$ cat config.mk
export PLATFORM = sky130hd
export DESIGN_NAME = hazard_ctrl_flat
export DESIGN_NICKNAME = d
export VERILOG_FILES = /design/src/rtl/hazard_pkg.sv /design/src/rtl/hazard_ctrl_if.sv /design/src/rtl/sat_counter.sv /design/src/rtl/hazard_ctrl.sv /design/src/flat_wrapper.sv
export SDC_FILE = /design/constraint.sdc
export NUM_CORES = 1
export LEC_CHECK = 0
export CELL_PAD_IN_SITES_DETAIL_PLACEMENT = 0
export CELL_PAD_IN_SITES_GLOBAL_PLACEMENT = 1
export CORE_MARGIN = 2
export CORE_UTILIZATION = 34
export CTS_BUF_LIST = sky130_fd_sc_hd__clkbuf_4 sky130_fd_sc_hd__clkbuf_8
export DETAILED_ROUTE_END_ITERATION = 12
export GPL_TIMING_DRIVEN = 0
export PLACE_DENSITY = 0.77
export SLEW_MARGIN = 20
export SYNTH_ARGS = -nofsm -noshare
export SYNTH_HDL_FRONTEND = slang
export SYNTH_SLANG_ARGS = --single-unit
$ cat constraint.sdc
create_clock -name clk -period 2.2 [get_ports clk]
set_input_delay 0.44 -clock clk [delete_from_list [all_inputs] [get_ports clk]]
set_output_delay 0.44 -clock clk [all_outputs]
set_load 0.005 [all_outputs]
$ cat src/rtl/hazard_pkg.sv
// hazard_pkg: shared types and constants for the pipeline sequencing controller.
//   REG_AW    - register-index width (8 registers, R0 hardwired to zero)
//   NOP_INSTR - encoding loaded into IF/ID on a flush
//   state_e   - controller FSM states
package hazard_pkg;

    localparam int unsigned REG_AW = 3;
    localparam logic [15:0] NOP_INSTR = 16'h0000;

    typedef enum logic [1:0] {
        StRun     = 2'd0,
        StFlush   = 2'd1,
        StWaitMem = 2'd2,
        StHalt    = 2'd3
    } state_e;

endpackage

$ cat src/rtl/hazard_ctrl_if.sv
// hazard_ctrl_if: bundle between the pipeline datapath and the hazard controller.
//   Pipeline -> controller: ID source regs/uses/halt, EX load/dest/branch, imem_ready, resume.
//   Controller -> pipeline: pc_we, if_id_we, if_id_flush, id_ex_bubble, halted,
//                           imem_timeout and the two performance counters.
//   master modport: pipeline side; slave modport: controller side.
interface hazard_ctrl_if
    import hazard_pkg::*;
#(
    parameter int unsigned CNT_W = 16
) ();

    logic [REG_AW-1:0] id_rs;
    logic [REG_AW-1:0] id_rt;
    logic              id_uses_rs;
    logic              id_uses_rt;
    logic              id_is_halt;
    logic              ex_mem_read;
    logic [REG_AW-1:0] ex_rd;
    logic              ex_branch_taken;
    logic              imem_ready;
    logic              resume;

    logic              pc_we;
    logic              if_id_we;
    logic              if_id_flush;
    logic              id_ex_bubble;
    logic              halted;
    logic              imem_timeout;
    logic [CNT_W-1:0]  stall_cycles;
    logic [CNT_W-1:0]  flush_events;

    modport master (
        output id_rs, id_rt, id_uses_rs, id_uses_rt, id_is_halt,
        output ex_mem_read, ex_rd, ex_branch_taken, imem_ready, resume,
        input  pc_we, if_id_we, if_id_flush, id_ex_bubble, halted, imem_timeout,
        input  stall_cycles, flush_events
    );

    modport slave (
        input  id_rs, id_rt, id_uses_rs, id_uses_rt, id_is_halt,
        input  ex_mem_read, ex_rd, ex_branch_taken, imem_ready, resume,
        output pc_we, if_id_we, if_id_flush, id_ex_bubble, halted, imem_timeout,
        output stall_cycles, flush_events
    );

endinterface

$ cat src/rtl/sat_counter.sv
// sat_counter: up-counter that sticks at all-ones instead of wrapping.
//   clk_i   - clock
//   clr_i   - synchronous clear (has priority over en_i)
//   en_i    - increment enable
//   count_o - current count
module sat_counter #(
    parameter int unsigned Width = 16
) (
    input  logic             clk_i,
    input  logic             clr_i,
    input  logic             en_i,
    output logic [Width-1:0] count_o
);

    logic [Width-1:0] count_q, count_d;

    always_comb begin
        count_d = count_q;
        if (en_i && (count_q != {Width{1'b1}})) begin
            count_d = count_q + Width'(1);
        end
    end

    always_ff @(posedge clk_i) begin
        if (clr_i) begin
            count_q <= '0;
        end else begin
            count_q <= count_d;
        end
    end

    assign count_o = count_q;

endmodule

$ cat src/rtl/hazard_ctrl.sv
// hazard_ctrl: pipeline sequencing controller for the 16-bit MIPS core.
//   clk - core clock
//   rst - synchronous active-high reset
//   bus - hazard_ctrl_if slave: hazard inputs from ID/EX/imem, PC and pipeline-register
//         controls out, HALT status, sticky imem watchdog fault, stall/flush counters.
// Outputs are combinational from state and inputs; state and counters are registered.
module hazard_ctrl
    import hazard_pkg::*;
#(
    parameter int unsigned FLUSH_CYCLES = 1,
    parameter int unsigned MEM_TIMEOUT  = 255,
    parameter int unsigned CNT_W        = 16
) (
    input logic         clk,
    input logic         rst,
    hazard_ctrl_if.slave bus
);

    localparam int unsigned FcntW = (FLUSH_CYCLES < 2) ? 1 : $clog2(FLUSH_CYCLES);
    localparam int unsigned WcntW = (MEM_TIMEOUT < 2) ? 1 : $clog2(MEM_TIMEOUT + 1);
    localparam logic [FcntW-1:0] FcntReload = FcntW'(FLUSH_CYCLES - 1);
    localparam logic [WcntW-1:0] WcntLimit  = WcntW'(MEM_TIMEOUT);
    localparam bit MultiFlush    = (FLUSH_CYCLES > 1);
    localparam bit WatchdogOn    = (MEM_TIMEOUT != 0);

    state_e           state_q, state_d;
    logic [FcntW-1:0] fcnt_q, fcnt_d;
    logic [WcntW-1:0] wcnt_q, wcnt_d;
    logic             timeout_q, timeout_d;

    logic pc_we, if_id_we, if_id_flush, id_ex_bubble;
    logic branch_acc;
    logic lu;

    // Load-use: the loaded value is not available to the ID instruction until one cycle later.
    assign lu = bus.ex_mem_read && (bus.ex_rd != '0) &&
                ((bus.id_uses_rs && (bus.id_rs == bus.ex_rd)) ||
                 (bus.id_uses_rt && (bus.id_rt == bus.ex_rd)));

    always_comb begin
        state_d      = state_q;
        fcnt_d       = fcnt_q;
        wcnt_d       = wcnt_q;
        timeout_d    = timeout_q;
        pc_we        = 1'b1;
        if_id_we     = 1'b1;
        if_id_flush  = 1'b0;
        id_ex_bubble = 1'b0;
        branch_acc   = 1'b0;

        if (rst) begin
            pc_we        = 1'b0;
            if_id_we     = 1'b0;
            if_id_flush  = 1'b1;
            id_ex_bubble = 1'b1;
        end else begin
            unique case (state_q)
                // WAIT_MEM shares the RUN priority chain; only the !imem_ready leg differs.
                StRun, StWaitMem: begin
                    if (bus.ex_branch_taken) begin
                        if_id_flush  = 1'b1;
                        id_ex_bubble = 1'b1;
                        branch_acc   = 1'b1;
                        state_d      = StRun;
                        if (MultiFlush) begin
                            state_d = StFlush;
                            fcnt_d  = FcntReload;
                        end
                    end else if (bus.id_is_halt) begin
                        pc_we        = 1'b0;
                        if_id_we     = 1'b0;
                        id_ex_bubble = 1'b1;
                        state_d      = StHalt;
                    end else if (!bus.imem_ready) begin
                        pc_we       = 1'b0;
                        if_id_flush = 1'b1;
                        if (state_q == StRun) begin
                            state_d = StWaitMem;
                            wcnt_d  = WcntW'(1);
                        end else if (WatchdogOn && (wcnt_q == WcntLimit)) begin
                            timeout_d = 1'b1;
                            state_d   = StHalt;
                        end else begin
                            wcnt_d = wcnt_q + WcntW'(1);
                        end
                    end else begin
                        if (lu) begin
                            pc_we        = 1'b0;
                            if_id_we     = 1'b0;
                            id_ex_bubble = 1'b1;
                        end
                        state_d = StRun;
                    end
                end
                StFlush: begin
                    if_id_flush  = 1'b1;
                    id_ex_bubble = 1'b1;
                    if (bus.ex_branch_taken) begin
                        branch_acc = 1'b1;
                        fcnt_d     = FcntReload;
                    end else if (fcnt_q <= FcntW'(1)) begin
                        state_d = StRun;
                    end else begin
                        fcnt_d = fcnt_q - FcntW'(1);
                    end
                end
                StHalt: begin
                    pc_we        = 1'b0;
                    if_id_we     = 1'b0;
                    id_ex_bubble = 1'b1;
                    if (bus.resume) begin
                        state_d = StRun;
                    end
                end
                default: begin
                    state_d = StRun;
                end
            endcase
        end
    end

    always_ff @(posedge clk) begin
        if (rst) begin
            state_q   <= StRun;
            fcnt_q    <= '0;
            wcnt_q    <= '0;
            timeout_q <= 1'b0;
        end else begin
            state_q   <= state_d;
            fcnt_q    <= fcnt_d;
            wcnt_q    <= wcnt_d;
            timeout_q <= timeout_d;
        end
    end

    sat_counter #(
        .Width (CNT_W)
    ) u_stall_cnt (
        .clk_i   (clk),
        .clr_i   (rst),
        .en_i    (!rst && !pc_we && (state_q != StHalt)),
        .count_o (bus.stall_cycles)
    );

    sat_counter #(
        .Width (CNT_W)
    ) u_flush_cnt (
        .clk_i   (clk),
        .clr_i   (rst),
        .en_i    (branch_acc),
        .count_o (bus.flush_events)
    );

    assign bus.pc_we        = pc_we;
    assign bus.if_id_we     = if_id_we;
    assign bus.if_id_flush  = if_id_flush;
    assign bus.id_ex_bubble = id_ex_bubble;
    assign bus.halted       = (state_q == StHalt) && !rst;
    assign bus.imem_timeout = timeout_q;

endmodule

$ cat src/flat_wrapper.sv
// flat-port wrapper written by rule: the top's interface ports become plain ports
module hazard_ctrl_flat import hazard_pkg::*;
#(
    parameter int unsigned FLUSH_CYCLES = 1,
    parameter int unsigned MEM_TIMEOUT  = 255,
    parameter int unsigned CNT_W        = 16
)
  (clk, rst, bus_id_rs, bus_id_rt, bus_id_uses_rs, bus_id_uses_rt, bus_id_is_halt, bus_ex_mem_read, bus_ex_rd, bus_ex_branch_taken, bus_imem_ready, bus_resume, bus_pc_we, bus_if_id_we, bus_if_id_flush, bus_id_ex_bubble, bus_halted, bus_imem_timeout, bus_stall_cycles, bus_flush_events);
  hazard_ctrl_if #(.CNT_W(CNT_W)) bus_i ();
  input logic clk;
  input logic rst;
  input wire logic [$bits(bus_i.id_rs)-1:0] bus_id_rs;
  input wire logic [$bits(bus_i.id_rt)-1:0] bus_id_rt;
  input wire logic [$bits(bus_i.id_uses_rs)-1:0] bus_id_uses_rs;
  input wire logic [$bits(bus_i.id_uses_rt)-1:0] bus_id_uses_rt;
  input wire logic [$bits(bus_i.id_is_halt)-1:0] bus_id_is_halt;
  input wire logic [$bits(bus_i.ex_mem_read)-1:0] bus_ex_mem_read;
  input wire logic [$bits(bus_i.ex_rd)-1:0] bus_ex_rd;
  input wire logic [$bits(bus_i.ex_branch_taken)-1:0] bus_ex_branch_taken;
  input wire logic [$bits(bus_i.imem_ready)-1:0] bus_imem_ready;
  input wire logic [$bits(bus_i.resume)-1:0] bus_resume;
  output wire logic [$bits(bus_i.pc_we)-1:0] bus_pc_we;
  output wire logic [$bits(bus_i.if_id_we)-1:0] bus_if_id_we;
  output wire logic [$bits(bus_i.if_id_flush)-1:0] bus_if_id_flush;
  output wire logic [$bits(bus_i.id_ex_bubble)-1:0] bus_id_ex_bubble;
  output wire logic [$bits(bus_i.halted)-1:0] bus_halted;
  output wire logic [$bits(bus_i.imem_timeout)-1:0] bus_imem_timeout;
  output wire logic [$bits(bus_i.stall_cycles)-1:0] bus_stall_cycles;
  output wire logic [$bits(bus_i.flush_events)-1:0] bus_flush_events;
  assign bus_i.id_rs = bus_id_rs;
  assign bus_i.id_rt = bus_id_rt;
  assign bus_i.id_uses_rs = bus_id_uses_rs;
  assign bus_i.id_uses_rt = bus_id_uses_rt;
  assign bus_i.id_is_halt = bus_id_is_halt;
  assign bus_i.ex_mem_read = bus_ex_mem_read;
  assign bus_i.ex_rd = bus_ex_rd;
  assign bus_i.ex_branch_taken = bus_ex_branch_taken;
  assign bus_i.imem_ready = bus_imem_ready;
  assign bus_i.resume = bus_resume;
  assign bus_pc_we = bus_i.pc_we;
  assign bus_if_id_we = bus_i.if_id_we;
  assign bus_if_id_flush = bus_i.if_id_flush;
  assign bus_id_ex_bubble = bus_i.id_ex_bubble;
  assign bus_halted = bus_i.halted;
  assign bus_imem_timeout = bus_i.imem_timeout;
  assign bus_stall_cycles = bus_i.stall_cycles;
  assign bus_flush_events = bus_i.flush_events;
  hazard_ctrl #(.FLUSH_CYCLES(FLUSH_CYCLES), .MEM_TIMEOUT(MEM_TIMEOUT), .CNT_W(CNT_W)) u_core (.clk(clk), .rst(rst), .bus(bus_i));
endmodule
==> results_dict.tcl, run 1 <==
set metrics [dict create \
    synth_seq_cells 43 \
    post_drt_via_cell_ratio 5.097 \
    tightest_slew_ps 566.2 \
    track_usage_pct 15.08 \
    grt_pass1_vias 1894 \
    hold_viol 0 \
    drtPass1Iterations 4 \
    fin_nets 335 \
    r2r_start "u_core.u_stall_cnt.count_o[0]" \
    finalCritPeriodShare_pct 95.80 \
    nFillCells 636 \
    antenna_found_initial 0 \
    cp_slowest_cell "dlygate4sd2_1" \
    gp_congestion 0.7714 \
    synth_flop_cell "dfxtp_1" \
    cts_max_level 2 \
    hold_path.class "input port to flop" \
    startpoint_type "input port" \
    dpl.hpwl_mm 3.679 \
    max_stage_delay_ps 240 \
    numCtsBuffers 5 \
    first_iter_violations 65 \
    skew_ps 3.532 \
    drive_gt1_share_pct 14.29 \
    vdd_drop_max_uv 241.5 \
    clock_latency_ps 300 \
    antennaDiodeCount 0 \
    yosys.cell_types.count 42 \
    ys_warn_count 0 \
    total_power_uw 1489 \
    pre_cts_ws_ps -716.2 \
    critPathMaxFanout 3 \
    setup_ws_ps 92.47 \
    async_flop_share_pct 0 \
    globalRoute.totalOverflow 0 \
    die_h_um 83.95 \
    start_util_pct 34.62 \
    fmax_mhz 474.5 \
    worstPathCellList "dlygate4sd2_1, xnor2_1, nand4_1, a21oi_4, a21oi_2, o31a_1, buf_2" \
    port_buffers 54 \
    die-area_um2 7048 \
    cts_tree "yes" \
    drc_errors 0 \
    slew_viol_final 0 \
    clock_sinks 43 \
    cts-root-buf "clkbuf_8" \
    worstPathRequired_ps 1760 \
    period_needed_ps 2108 \
    synth_edf_count 0 \
    hold_ws_ps 387.8 \
    ioPinCount 56 \
    ant_nets 0 \
    timing_worst_setup_path_type "input port to primary output" \
    clock_path_buffers 2 \
    outcome "completed" \
    area_delta_synth_final_pct 36.38 \
    die_width_um 83.95 \
    synth-seq-area-share_pct 39.61 \
    syn_nets 269 \
    fin_tns_setup_ps 0 \
    netlist_instances 248 \
    netlist_area_um2 2173 \
    arrival_ps 1670 \
    core_um2 6277 \
    fp-row-count 29 \
    vias 1998 \
    grt_max_degree 15 \
    clkTransAtPathRegs_ps 80 \
    slew_headroom_pct 61.94 \
    min-delay-start "rst" \
    crit_start "bus_id_rs[1]" \
    register_area_um2 863.3 \
    setup_violations 0 \
    grt_pass1_wl_mm 8.832 \
    syn_area_per_cell_um2 8.763 \
    wl_mm 5.095 \
    routedWlPerCell_um 13.00 \
    multiInputGateArea_um2 1270 \
    p_leak_uw 0.001019 \
    end_kind "primary output" \
    p_per_area_nw_per_um2 502.3 \
    maxCapViolCount 0 \
]
==> metrics by stage <==
stage,cell area (um2),cells,util [%]
after CTS,2932,390,46.70
final,2964,392,47.22
after floorplan,2173,248,-
after global placement,2810,379,44.77
after global routing,2964,392,47.22
after detailed placement,2810,379,44.77
==> cells in the final DEF, fill, tap and decap left out, types with 2 or more instances in the layout <==
cell type	netlist	routed
a21oi_2	0	2
dfxtp_1	43	41
xnor2_1	14	14
a211oi_1	2	2
o31a_1	2	2
clkbuf_1	2	2
or3_1	2	2
ha_1	3	3
and3_1	2	2
o211ai_1	2	2
buf_6	3	3
and4_1	3	3
clkdlybuf4s50_1	0	37
nor4_2	4	4
nor2_1	39	38
dfxtp_2	0	2
nand2_1	19	19
inv_1	6	6
clkdlybuf4s15_1	0	2
xor2_1	15	15
nor2b_1	3	3
clkbuf_2	0	4
nand3_1	13	13
a21oi_1	16	13
nand4_1	12	12
clkbuf_8	2	8
o31ai_1	6	5
buf_4	0	5
or4_1	3	3
or3_2	5	5
dlygate4sd2_1	0	9
o21ai_0	9	9
==> cells in the mapped netlist, types with 3 or more instances <==
cell type | number | area, um2
or4_1 | 3 | 22.52
nor2_1 | 39 | 146.4
xor2_1 | 15 | 131.4
xnor2_1 | 14 | 122.6
nor2b_1 | 3 | 18.77
and4_1 | 3 | 26.28
a21oi_1 | 16 | 80.08
or3_2 | 5 | 37.54
nor4_2 | 4 | 50.05
nand2_1 | 19 | 71.32
buf_6 | 3 | 33.78
inv_1 | 6 | 22.52
nand4_1 | 12 | 75.07
ha_1 | 3 | 37.54
o21ai_0 | 9 | 45.04
nand3_1 | 13 | 65.06
dfxtp_1 | 43 | 860.8
o31ai_1 | 6 | 45.04
==> repair_timing <==
item | 4_1_cts | 5_1_grt
setup endpoints to repair | 17 | 15
buffers inserted | 3 | 2
pin swaps | 12 | 10
gates resized for setup | 27 | 16
hold buffers | 0 | 0
==> flip-flops by register name, summed over array words and instances (netlist names) <==
signal / flops
u_core.bus.imem_timeout: 1
u_core.state_q: 2
u_core.u_flush_cnt.count_o: 16
u_core.u_stall_cnt.count_o: 16
u_core.wcnt_q: 8
==> critical path, delay by kind of cell <==
family	cells	cell delay, ps
compound gates	3	560
xor+xnor	1	140
simple gates	1	160
buf+inv	2	360
==> kinds of logic after synthesis <==
kind of cell | Yosys count | share of synthesized area [%]
buffers and inverters | 13 | 4.203
multiplexers | 1 | 0.4606
adder cells (fa/ha/maj) | 3 | 1.727
flip-flops | 43 | 39.61
AND/OR/NAND/NOR | 113 | 28.15
AO/OA/AOI/OAI | 46 | 14.16
XOR/XNOR | 29 | 11.69
==> path summary, 6_finish.rpt <==
kind                                    end  slack, ps  cells after the start
max                            bus_if_id_we         90                      7
min                        u_core.wcnt_q[0]        390                      2
max reg2reg  u_core.u_stall_cnt.count_o[15]        160                      7
min reg2reg         u_core.bus.imem_timeout        490                      2
==> routing by layer <==
metal / GRT usage [%] / up-vias / wire length [um]
met5: 0 / - / 0
met4: 3.959 / 0 / 57
met3: 4.154 / 6 / 263
met2: 24.15 / 46 / 2310
met1: 20.05 / 926 / 2464
li1: - / 1020 / -
==> final cells by class <==
cell class,count,area share (%)
tap,77,3.250
clock buffer,6,2.786
sequential,43,29.13
clock inverter,2,0.5488
multi-input combinational,192,42.85
timing repair buffer,59,18.36
inverter,6,0.7598
buffer,7,2.322
==> power by group <==
group | total (uW) | switching [uW] | internal, uW
Combinational | 153 | 78.3 | 74.4
Sequential | 795 | 8.79 | 786
Clock | 542 | 285 | 256
Note: power is estimated with default switching activity, not from simulation.
==> run 2: changes to the inputs <==
==> constraint.sdc (replaced) <==
create_clock -name clk -period 2.2 [get_ports clk]
set_input_delay 0.22 -clock clk [delete_from_list [all_inputs] [get_ports clk]]
set_output_delay 0.22 -clock clk [all_outputs]
set_load 0.005 [all_outputs]
==> results_dict.tcl, run 2 (synthesis results as in run 1) <==
set metrics [dict create \
    outcome "completed" \
    die-area_um2 7048 \
    reg2reg_slack_ps 160 \
    r2r_start "u_core.u_stall_cnt.count_o[0]" \
    end_kind "primary output" \
    r2r_end "u_core.u_stall_cnt.count_o[15]" \
    instances_no_fill 390 \
    dpl.hpwl_mm 3.679 \
    area_delta_synth_final_pct 36.27 \
    p_leak_uw 0.0009947 \
    hold_path.class "input port to flop" \
    drtPass1Iterations 4 \
    clock_sinks 43 \
    grt_pass1_wl_mm 8.721 \
    fmax_mhz 479.8 \
    die_h_um 83.95 \
    crit_start "bus_id_is_halt" \
    drc_errors 0 \
    met2WireLength_mm 2.270 \
    post_drt_via_cell_ratio 5.087 \
    antenna_found_initial 0 \
    cts-root-buf "clkbuf_8" \
    hold_end "u_core.wcnt_q[0]" \
    ant_nets 0 \
    vdd_drop_max_uv 244.9 \
    start_util_pct 34.62 \
    top_layer "met4" \
    slew_headroom_pct 61.94 \
    routedWlPerCell_um 12.95 \
    cts-hold-fix-buffers 0 \
    die_width_um 83.95 \
    rsz0062_at_grt "no" \
    cts_tree "yes" \
    total_power_uw 1492 \
    clock_latency_ps 300 \
    critPathMaxFanout 5 \
    final_common_cell "clkdlybuf4s50_1" \
    setup_violations 0 \
    timing_worst_setup_path_type "input port to primary output" \
    gp_congestion 0.7714 \
    drive_gt1_share_pct 11.18 \
    fp-row-count 29 \
    port_buffers 54 \
    clock_path_buffers 2 \
    mostFrequentLayoutCells "clkdlybuf4s50_1 (48), dfxtp_1 (41), nor2_1 (39)" \
    min-delay-start "rst" \
    maxCapViolCount 0 \
    arrival_ps 1860 \
    globalRoute.totalOverflow 0 \
    setup_ws_ps 115.7 \
    dp.cells 379 \
    first_iter_violations 98 \
    wl_mm 5.052 \
    skew_ps 3.333 \
    numCtsBuffers 5 \
    p_per_area_nw_per_um2 503.6 \
    cts_max_level 2 \
    startpoint_type "input port" \
    tightest_slew_ps 566.2 \
    antennaDiodeCount 0 \
    hold_ws_ps 166.0 \
    met3_wirelength_um 276 \
    clkTransAtPathRegs_ps 80 \
    whs_path_depth 2 \
    grt_pass1_vias 1867 \
    fin_nets 333 \
    track_usage_pct 14.89 \
    ioPinCount 56 \
    r2r_cells 7 \
    met1_length_mm 2.447 \
    pre_cts_ws_ps -276.2 \
    period_needed_ps 2084 \
    vias 1984 \
    hold_viol 0 \
    worstPathRequired_ps 1980 \
    grt_max_degree 15 \
    finalCritPeriodShare_pct 94.74 \
    slew_viol_final 0 \
    core_um2 6277 \
]
==> run 2: cell type report <==
type                            instances  area (um2)
Buffer                                  7       68.82
Clock buffer                            6       82.58
Clock inverter                          2       16.27
Fill cell                             630        3316
Inverter                                6       22.52
Multi-Input combinational cell        192        1252
Sequential cell                        43       863.3
Tap cell                               77       96.34
Timing Repair Buffer                   57       559.3
==> run 2: critical path: stages <==
cell,delay [ps]
clkdlybuf4s50_1,490
or2b_4,320
o21a_1,210
nor2b_2,120
clkdlybuf4s50_1,500
==> run 2: routing by layer <==
layer | vias to the layer above | global-route usage [%]
met3 | 5 | 4.154
met4 | 0 | 3.959
met1 | 919 | 19.74
met5 | - | 0
met2 | 48 | 23.85
li1 | 1012 | -
==> run 2: worst max path at each step <==
| stage | endpoint | slack [ps] | cells after the start |
|---|---|---|---|
| after floorplan | u_core.u_stall_cnt.count_o[1] | 230 | 9 |
| after global placement | bus_if_id_we | -280 | 7 |
| after detailed placement | bus_if_id_we | -280 | 7 |
| after CTS | u_core.u_stall_cnt.count_o[1] | 10 | 9 |
| after global routing | bus_pc_we | 3 | 7 |
| final | bus_pc_we | 120 | 5 |
==> run 2: what timing repair did <==
| action | in CTS | in global routing |
|---|---|---|
| cloned | 0 | 0 |
| setup endpoints to repair | 5 | 13 |
| resized for setup | 8 | 6 |
| pin swaps | 3 | 4 |
| setup buffers | 2 | 1 |
==> run 2: through the flow <==
step | TNS, ps | cell area (um2) | utilization (%)
floorplan | 0 | 2173 | -
global placement | -2265 | 2810 | 44.77
detailed placement | -2300 | 2810 | 44.77
CTS | 0 | 2930 | 46.68
global route | 0 | 2962 | 47.18
finish | 0 | 2962 | 47.18
==> run 2: report_power, final <==
group | total [uW] | internal [uW] | leakage [uW] | switching, uW
logic | 154 | 79.0 | 0.000599 | 75.4
registers | 795 | 786 | 0.000348 | 8.74
clock network | 543 | 256 | 0.0000474 | 286
total | 1490 | 1120 | 0.000995 | 370
==> run 3: changes to the inputs <==
Settings changed: CTS_BUF_LIST sky130_fd_sc_hd__clkbuf_4 sky130_fd_sc_hd__clkbuf_8 to default, SKIP_LAST_GASP from default to 1.
==> results_dict.tcl, run 3 (synthesis results as in run 1) <==
set metrics [dict create \
    outcome "completed" \
    fmax_mhz 471.3 \
    max_stage_delay_ps 500 \
    worstPathRequired_ps 1980 \
    register_area_um2 863.3 \
    drtPass1Iterations 4 \
    die-area_um2 7048 \
    drc_errors 0 \
    fin_tns_setup_ps 0 \
    grt_max_degree 15 \
    cp_slowest_cell "clkdlybuf4s50_1" \
    setup_violations 0 \
    reg2reg_slack_ps 150 \
    wl_mm 5.110 \
    hold_path.class "input port to flop" \
    vdd_drop_max_uv 244.5 \
    worstPathCellList "clkdlybuf4s50_1, or2b_4, o21a_1, nor2b_2, clkdlybuf4s50_1" \
    skew_ps 3.478 \
    ant_nets 0 \
    die_width_um 83.95 \
    clock_path_buffers 2 \
    clock_sinks 43 \
    antennaDiodeCount 0 \
    vias 2001 \
    cts_max_level 2 \
    multiInputGateArea_um2 1270 \
    grt_pass1_vias 1867 \
    clkTransAtPathRegs_ps 80 \
    slew_viol_final 0 \
    cts_tree "yes" \
    p_per_area_nw_per_um2 498.9 \
    antenna_found_initial 0 \
    startpoint_type "input port" \
    end_kind "primary output" \
    mostFrequentLayoutCells "clkdlybuf4s50_1 (48), dfxtp_1 (41), nor2_1 (39)" \
    r2r_cells 7 \
    die_h_um 83.95 \
    start_util_pct 34.62 \
    drive_gt1_share_pct 13.61 \
    final_common_cell "clkdlybuf4s50_1" \
    crit_buf_inv 2 \
    hold_viol 0 \
    min-delay-start "rst" \
    port_buffers 54 \
    ioPinCount 56 \
    area_delta_synth_final_pct 38.28 \
    nFillCells 632 \
    arrival_ps 1900 \
    first_iter_violations 69 \
    gp_congestion 0.7714 \
    path_delay_family "buffers and inverters" \
    period_needed_ps 2122 \
    fp-row-count 29 \
    maxCapViolCount 0 \
    p_leak_uw 0.001019 \
    globalRoute.totalOverflow 0 \
    critPathMaxFanout 5 \
    cts-root-buf "clkbuf_8" \
    whs_path_depth 2 \
    hold_end "u_core.u_stall_cnt.count_o[15]" \
    tightest_slew_ps 560.4 \
    crit_top_cell "clkdlybuf4s50_1" \
    track_usage_pct 14.87 \
    numCtsBuffers 5 \
    timing_worst_setup_path_type "input port to primary output" \
    grt_pass1_wl_mm 8.714 \
    r2r_end "u_core.u_stall_cnt.count_o[15]" \
    fin_util_pct 47.88 \
    dpl.hpwl_mm 3.679 \
    instances_no_fill 393 \
    fin_nets 336 \
    finalCritPeriodShare_pct 96.44 \
    core_um2 6277 \
    hold_ws_ps 159.5 \
    post_drt_via_cell_ratio 5.092 \
    r2r_start "u_core.u_stall_cnt.count_o[0]" \
    clock_latency_ps 300 \
    routedWlPerCell_um 13.00 \
    dp.cells 379 \
    slew_headroom_pct 62.33 \
    total_power_uw 1500 \
]
## run 3: cell count changes in the layout (fill, tap and decap cells not counted)
cell            delta
a21oi_1            -3
o21ai_0            -1
a21oi_2            +3
dlymetal6s2s_1     +1
o21ai_1            +1
or4_1              -1
dlygate4sd2_1      -1
ha_2               +1
or4_4              +1
buf_4              +3
ha_1               -1
## run 3: how the worst max path moves through the flow
stage                                          end  cells past startpoint  slack, ps                           from
CTS                                   bus_if_id_we                      7         -5                   bus_id_rt[1]
global route        u_core.u_flush_cnt.count_o[14]                      7        -10              u_core.state_q[0]
detailed placement                    bus_if_id_we                      7       -280                   bus_ex_rd[1]
finish                                   bus_pc_we                      5         80                 bus_id_is_halt
global placement                      bus_if_id_we                      7       -280                   bus_ex_rd[2]
floorplan            u_core.u_stall_cnt.count_o[1]                      9        230  u_core.u_stall_cnt.count_o[0]
## run 3: where the power goes
part	total, uW	switching (uW)	internal (uW)
clock	544	288	256
sequential	795	8.85	786
combinational	161	77.7	83.2
## run 3: worst register-to-register path: stages (launching register included)
cell and delay [ps]:
dfxtp_2 350, ha_2 200, nand3_4 110, nor4_4 70
a2111oi_4 420, o21ai_4 160, or4_4 540, a21oi_2 150
## run 3: what timing repair did
action,in CTS,in global routing
pin swaps,3,5
resized for setup,7,13
setup endpoints to repair,5,14
setup buffers,2,4
hold buffers,0,0
## run 3: final cells by class
cell class | instances | area share (%)
multi-input cells | 192 | 42.26
flip-flops and latches | 43 | 28.73
repair buffers | 60 | 19.48
well taps | 77 | 3.206
clock buffers | 6 | 2.748
plain buffers | 7 | 2.290
inverters | 6 | 0.7494
clock inverters | 2 | 0.5412
## run 3: per-layer routing
layer	vias up	wire [um]	GRT usage (%)
met4	0	57	3.959
li1	1021	-	-
met1	927	2478	19.74
met3	5	292	4.154
met2	48	2282	23.78
met5	-	0	0
## run 3: per-stage QoR
stage / worst slack, ps / area, um2
after floorplan: 225.5 / 2173
after global placement: -275.1 / 2810
after detailed placement: -276.2 / 2810
after CTS: -5.124 / 2932
after global routing: -11.48 / 3005
final: 78.24 / 3005
==> RTL change 1: new RTL, flow settings as in run 1 <==
Set the package constant `REG_AW` to 4 (it was 3).
--- a/src/rtl/hazard_pkg.sv
+++ b/src/rtl/hazard_pkg.sv
@@ -6,3 +6,3 @@
 
-    localparam int unsigned REG_AW = 3;
+    localparam int unsigned REG_AW = 4;
     localparam logic [15:0] NOP_INSTR = 16'h0000;
Interface: changed (resized bus_ex_rd, bus_id_rs and bus_id_rt); port bits go from 56 to 59. No check against the original RTL was run, so the function may have changed too.
==> RTL change 1 against run 1 <==
  * Final cell count up 6.4%
  * The flow now finishes with violations (negative setup slack)
  * Largest cell class unchanged
  * Power up 16%
  * Critical endpoint is now bus_pc_we
  * Routed wire length up 23%
  * Register-to-register slack worse by 50 ps
  * Final area up 9.1%
  * Area after synthesis up 5.9%
  * Sequential cell count unchanged
  * Core utilization up 2.9 points
  * Synthesized cell count up 8.9%
  * Critical path type unchanged
  * Worst setup slack worse by 120 ps
==> RTL change 1: results (changes against run 1) <==
Route
  – Vias: 2206 (+10%)
  – Drt initial violations: 104 (+60%)

Global route
  – Grt met3 use: 0.04952 (+0.007981)
  – Number of global-route vias before repair: 2118 (+12%)
  – Met1 GRT Util: 0.2354 (+0.03491)

STA
  – Rel. slew slack: 0.5446 (-0.07478)
  – Final setup margin: -30.64 ps (-123.1 ps)
  – Setup TNS: -30.64 ps (-30.64 ps)
  – Final setup viols: 1 (+1)
  – Clk_skew: 7.080 ps (+3.548 ps)

Logic synthesis
  – Synth cell count leaders: 43 x dfxtp_1, 32 x nor2_1, 23 x nand2_1, 19 x xor2_1, 17 x nand3_1
  – Synth top area cells: dfxtp_1 37%, xor2_1 7.2%, nor2_1 5.2%, nand2_1 3.8%, nand3_1 3.7%
  – Synthesized area per cell: 8.527 sq um (-2.7%)
  – Synth Net Count: 294 (+9.3%)

Run status
  – Violated checks: negative setup slack
  – Outcome: complete, but fails checks

Place
  – HPWL after DPL: 4.323 mm (+18%)
  – Final Wtd Congestion: 0.7900 (+2.4%)

Final layout
  – Finished Layout Cells: 417 (+6.4%)
  – Syn-to-layout area delta: 40.49%
  – Proportion of cell area occupied by multi-input gates: 0.4530 (+0.02455)
  – Buffering overhead: 0.2043 (-0.002583)
  – Non-Clock Inverter Count: 4 (-2)

Critical path
  – Crit path max-delay cell type: o41a_1

Pwr
  – Seq group: 0.793 mW (about the same)

Hold path
  – Hold Path Origin: u_core.bus.imem_timeout$_SDFFE_PP0P_

CTS
  – Post-CTS setup buffers: 7 (+4)
RTL change 1: logic make-up (layout without fill, tap and decap cells):
logic type      count (synthesis)  count (layout)  synth area share
compound gates                 51              51            0.1516
fa+ha+maj                       3               3           0.01631
simple gates                  128             128            0.3060
mux                             5               5           0.02283
flops                          43              43            0.3739
xor+xnor                       25              25           0.09511
buf+inv                        15              85           0.03424
RTL change 1: path summary, 6_finish.rpt:
path	end	cells past startpoint
setup / recovery	bus_pc_we	8
setup reg to reg	u_core.u_stall_cnt.count_o[1]$_SDFFE_PP0P_	7
hold reg to reg	u_core.bus.imem_timeout$_SDFFE_PP0P_	2
hold / removal	u_core.bus.imem_timeout$_SDFFE_PP0P_	2
RTL change 1: worst register-to-register path, cell delays in order (launching register included):
cell	delay, ps
dfxtp_1	410
ha_2	230
nand3_2	110
or3_4	440
or2_1	270
nand2_2	150
nor2_1	70
mux2_1	300
==> RTL change 2: new RTL, settings of run 1 <==
Without the edit above. Reset style: asynchronous (`rst`), changed in one clocked block. Comments in the files are not updated.
--- a/src/rtl/hazard_ctrl.sv
+++ b/src/rtl/hazard_ctrl.sv
@@ -121,3 +121,3 @@
 
-    always_ff @(posedge clk) begin
+    always_ff @(posedge clk or posedge rst) begin
         if (rst) begin
Function: same outputs for any inputs over 10 cycles, from zero or initial values and one cycle with rst high; that may be too few to reach the edited logic, so the function may still have changed.
==> RTL change 2 against run 1 <==
  * The run now ends with negative setup slack left
  * Power up 19%
  * Final area increased by 4.6%
  * Sequential cell count unchanged
  * Routed wire length is 7.6% higher
  * Area after synthesis rose by 3.5%
  * Fmax down 4.6%
  * Critical path type unchanged
  * Sequential share of layout area grew 0.66 points
  * Worst setup slack worse by 100 ps
  * Non-clock buffer count shrank 1
  * Critical endpoint is now bus_if_id_flush
==> RTL change 2: results (changes against run 1) <==
Global route
  – Grt met3 use: 0.03988 (-0.001660)
  – GR met2 Demand/Resource: 0.2536 (+0.01210)
  – Largest net degree at the start of global routing: 18 (+3)
  – Number of global-route vias before repair: 2005 (+5.9%)
  – First-pass GRT wire length: 9.487 mm (+7.4%)
  – GRT Overall Usage: 0.1601 (+0.009294)
  – Met1 GRT Util: 0.2175 (+0.01701)

Route
  – Met2 wire length: 2.502 mm (+8.3%)
  – Vias: 2097 (+5.0%)
  – Length of routed met3 wiring: 322 microns (+22%)
  – Drt initial violations: 134 (+110%)
  – Via density: 5.203 (+2.1%)
  – WL final: 5.481 mm (+7.6%)
  – DRT met1 WL: 2.606 mm (+5.8%)

Place
  – Placed cell area: 0.002895 sq mm (+3.0%)
  – HPWL after DPL: 3.961 mm (+7.6%)
  – Placed Cells: 390 (+2.9%)
  – Port Buffers: 55 (+1.9%)
  – Final Wtd Congestion: 0.7864 (+1.9%)
  – Placement Setup Slack: -740.8 ps (-24.70 ps)

STA
  – Final setup margin: -8.471 ps (-100.9 ps)
  – Clk_skew: 7.123 ps (+3.592 ps)
  – Final setup viols: 1 (+1)
  – Rel. slew slack: 0.5340 (-0.08541)
  – WHS: 391.9 ps (+4.090 ps)
  – Setup TNS: -8.471 ps (-8.471 ps)

Pwr
  – Power Density: 572.8 mW/mm^2 (+14%)
  – Leak Pwr: 1.068 nW (+4.8%)
  – Maximum vdd drop: 0.2832 mV (+17%)

Critical path
  – Slowest stage delay, CP: 510 ps (+270 ps)
  – Reg2reg end: u_core.u_stall_cnt.count_o[1]$_SDFFE_PP0P_
  – Crit path max-delay cell type: clkdlybuf4s50_1
  – R2R depth: 8 (+1)
  – CP arrival: 1770 ps (+100 ps)
  – Crit path max fanout: 4 (+1)

CTS
  – Post-CTS setup buffers: 5 (+2)
  – CTS resizes: 38 (+41%)

Final layout
  – Layout net count: 346 (+3.3%)
  – Share of layout cells above drive strength 1: 0.1442 (+0.001315)
  – Fill cells: 636 (unchanged)

Logic synthesis
  – Synth Net Count: 279 (+3.7%)
  – Distinct cells, synth: 45 (+7.1%)
  – Synth top area cells: dfxtp_1 28%, dfrtp_1 12%, xnor2_1 6.2%, nor2_1 5.0%, a21oi_1 3.8%
  – Synthesized area per cell: 8.715 sq um (-0.56%)
  – Synth cell count leaders: 32 x dfxtp_1, 30 x nor2_1, 19 x nand2_1, 17 x a21oi_1, 16 x xnor2_1
  – FFs w/ async S/R, synth: 0.2558 (+0.2558)
  – Post-synthesis sequential area ratio: 0.4073 (+0.01126)

Run status
  – Outcome: complete, but fails checks
  – Violated checks: negative setup slack
RTL change 2: cells by family (layout without fill, tap and decap cells):
logic type	after synthesis	in the layout	synth area share
adder cells (fa/ha/maj)	3	3	0.01670
multiplexers	4	4	0.02003
XOR/XNOR	23	23	0.08959
AO/OA/AOI/OAI	56	56	0.1636
flip-flops	43	43	0.4073
AND/OR/NAND/NOR	116	116	0.2738
buffers and inverters	13	81	0.02894
RTL change 2: report_power, final:
group / leakage, nW / switching (mW) / internal [mW] / total (mW)
Combinational: 0.602 / 0.127 / 0.125 / 0.252
Clock: 0.0612 / 0.272 / 0.368 / 0.640
Sequential: 0.405 / 0.0625 / 0.822 / 0.884
Total: 1.07 / 0.462 / 1.31 / 1.78
RTL change 2: worst max path at each step:
stage | start | end | cells past startpoint
3_5_place_dp | bus_ex_rd[1] | bus_if_id_we | 7
5_1_grt | bus_id_is_halt | bus_if_id_flush | 5
4_1_cts | bus_ex_rd[0] | bus_pc_we | 8
3_3_place_gp | bus_ex_rd[0] | bus_if_id_we | 7
2_1_floorplan | u_core.u_stall_cnt.count_o[0]$_SDFFE_PP0P_ | u_core.u_stall_cnt.count_o[1]$_SDFFE_PP0P_ | 8
6_report | bus_id_is_halt | bus_if_id_flush | 5
RTL change 2: cell type report:
| cell class | instances | share of cell area |
|---|---|---|
| Inverter | 8 | 0.01090 |
| Clock inverter | 2 | 0.01130 |
| Sequential cell | 43 | 0.2978 |
| Timing Repair Buffer | 61 | 0.1812 |
| Tap cell | 77 | 0.03107 |
| Clock buffer | 6 | 0.02663 |
| Multi-Input combinational cell | 202 | 0.4310 |
| Buffer | 4 | 0.01009 |
RTL change 2: critical path, delay by kind of cell:
family        cells  cell delay, ps
simple gates      3             320
buf+inv           2            1010
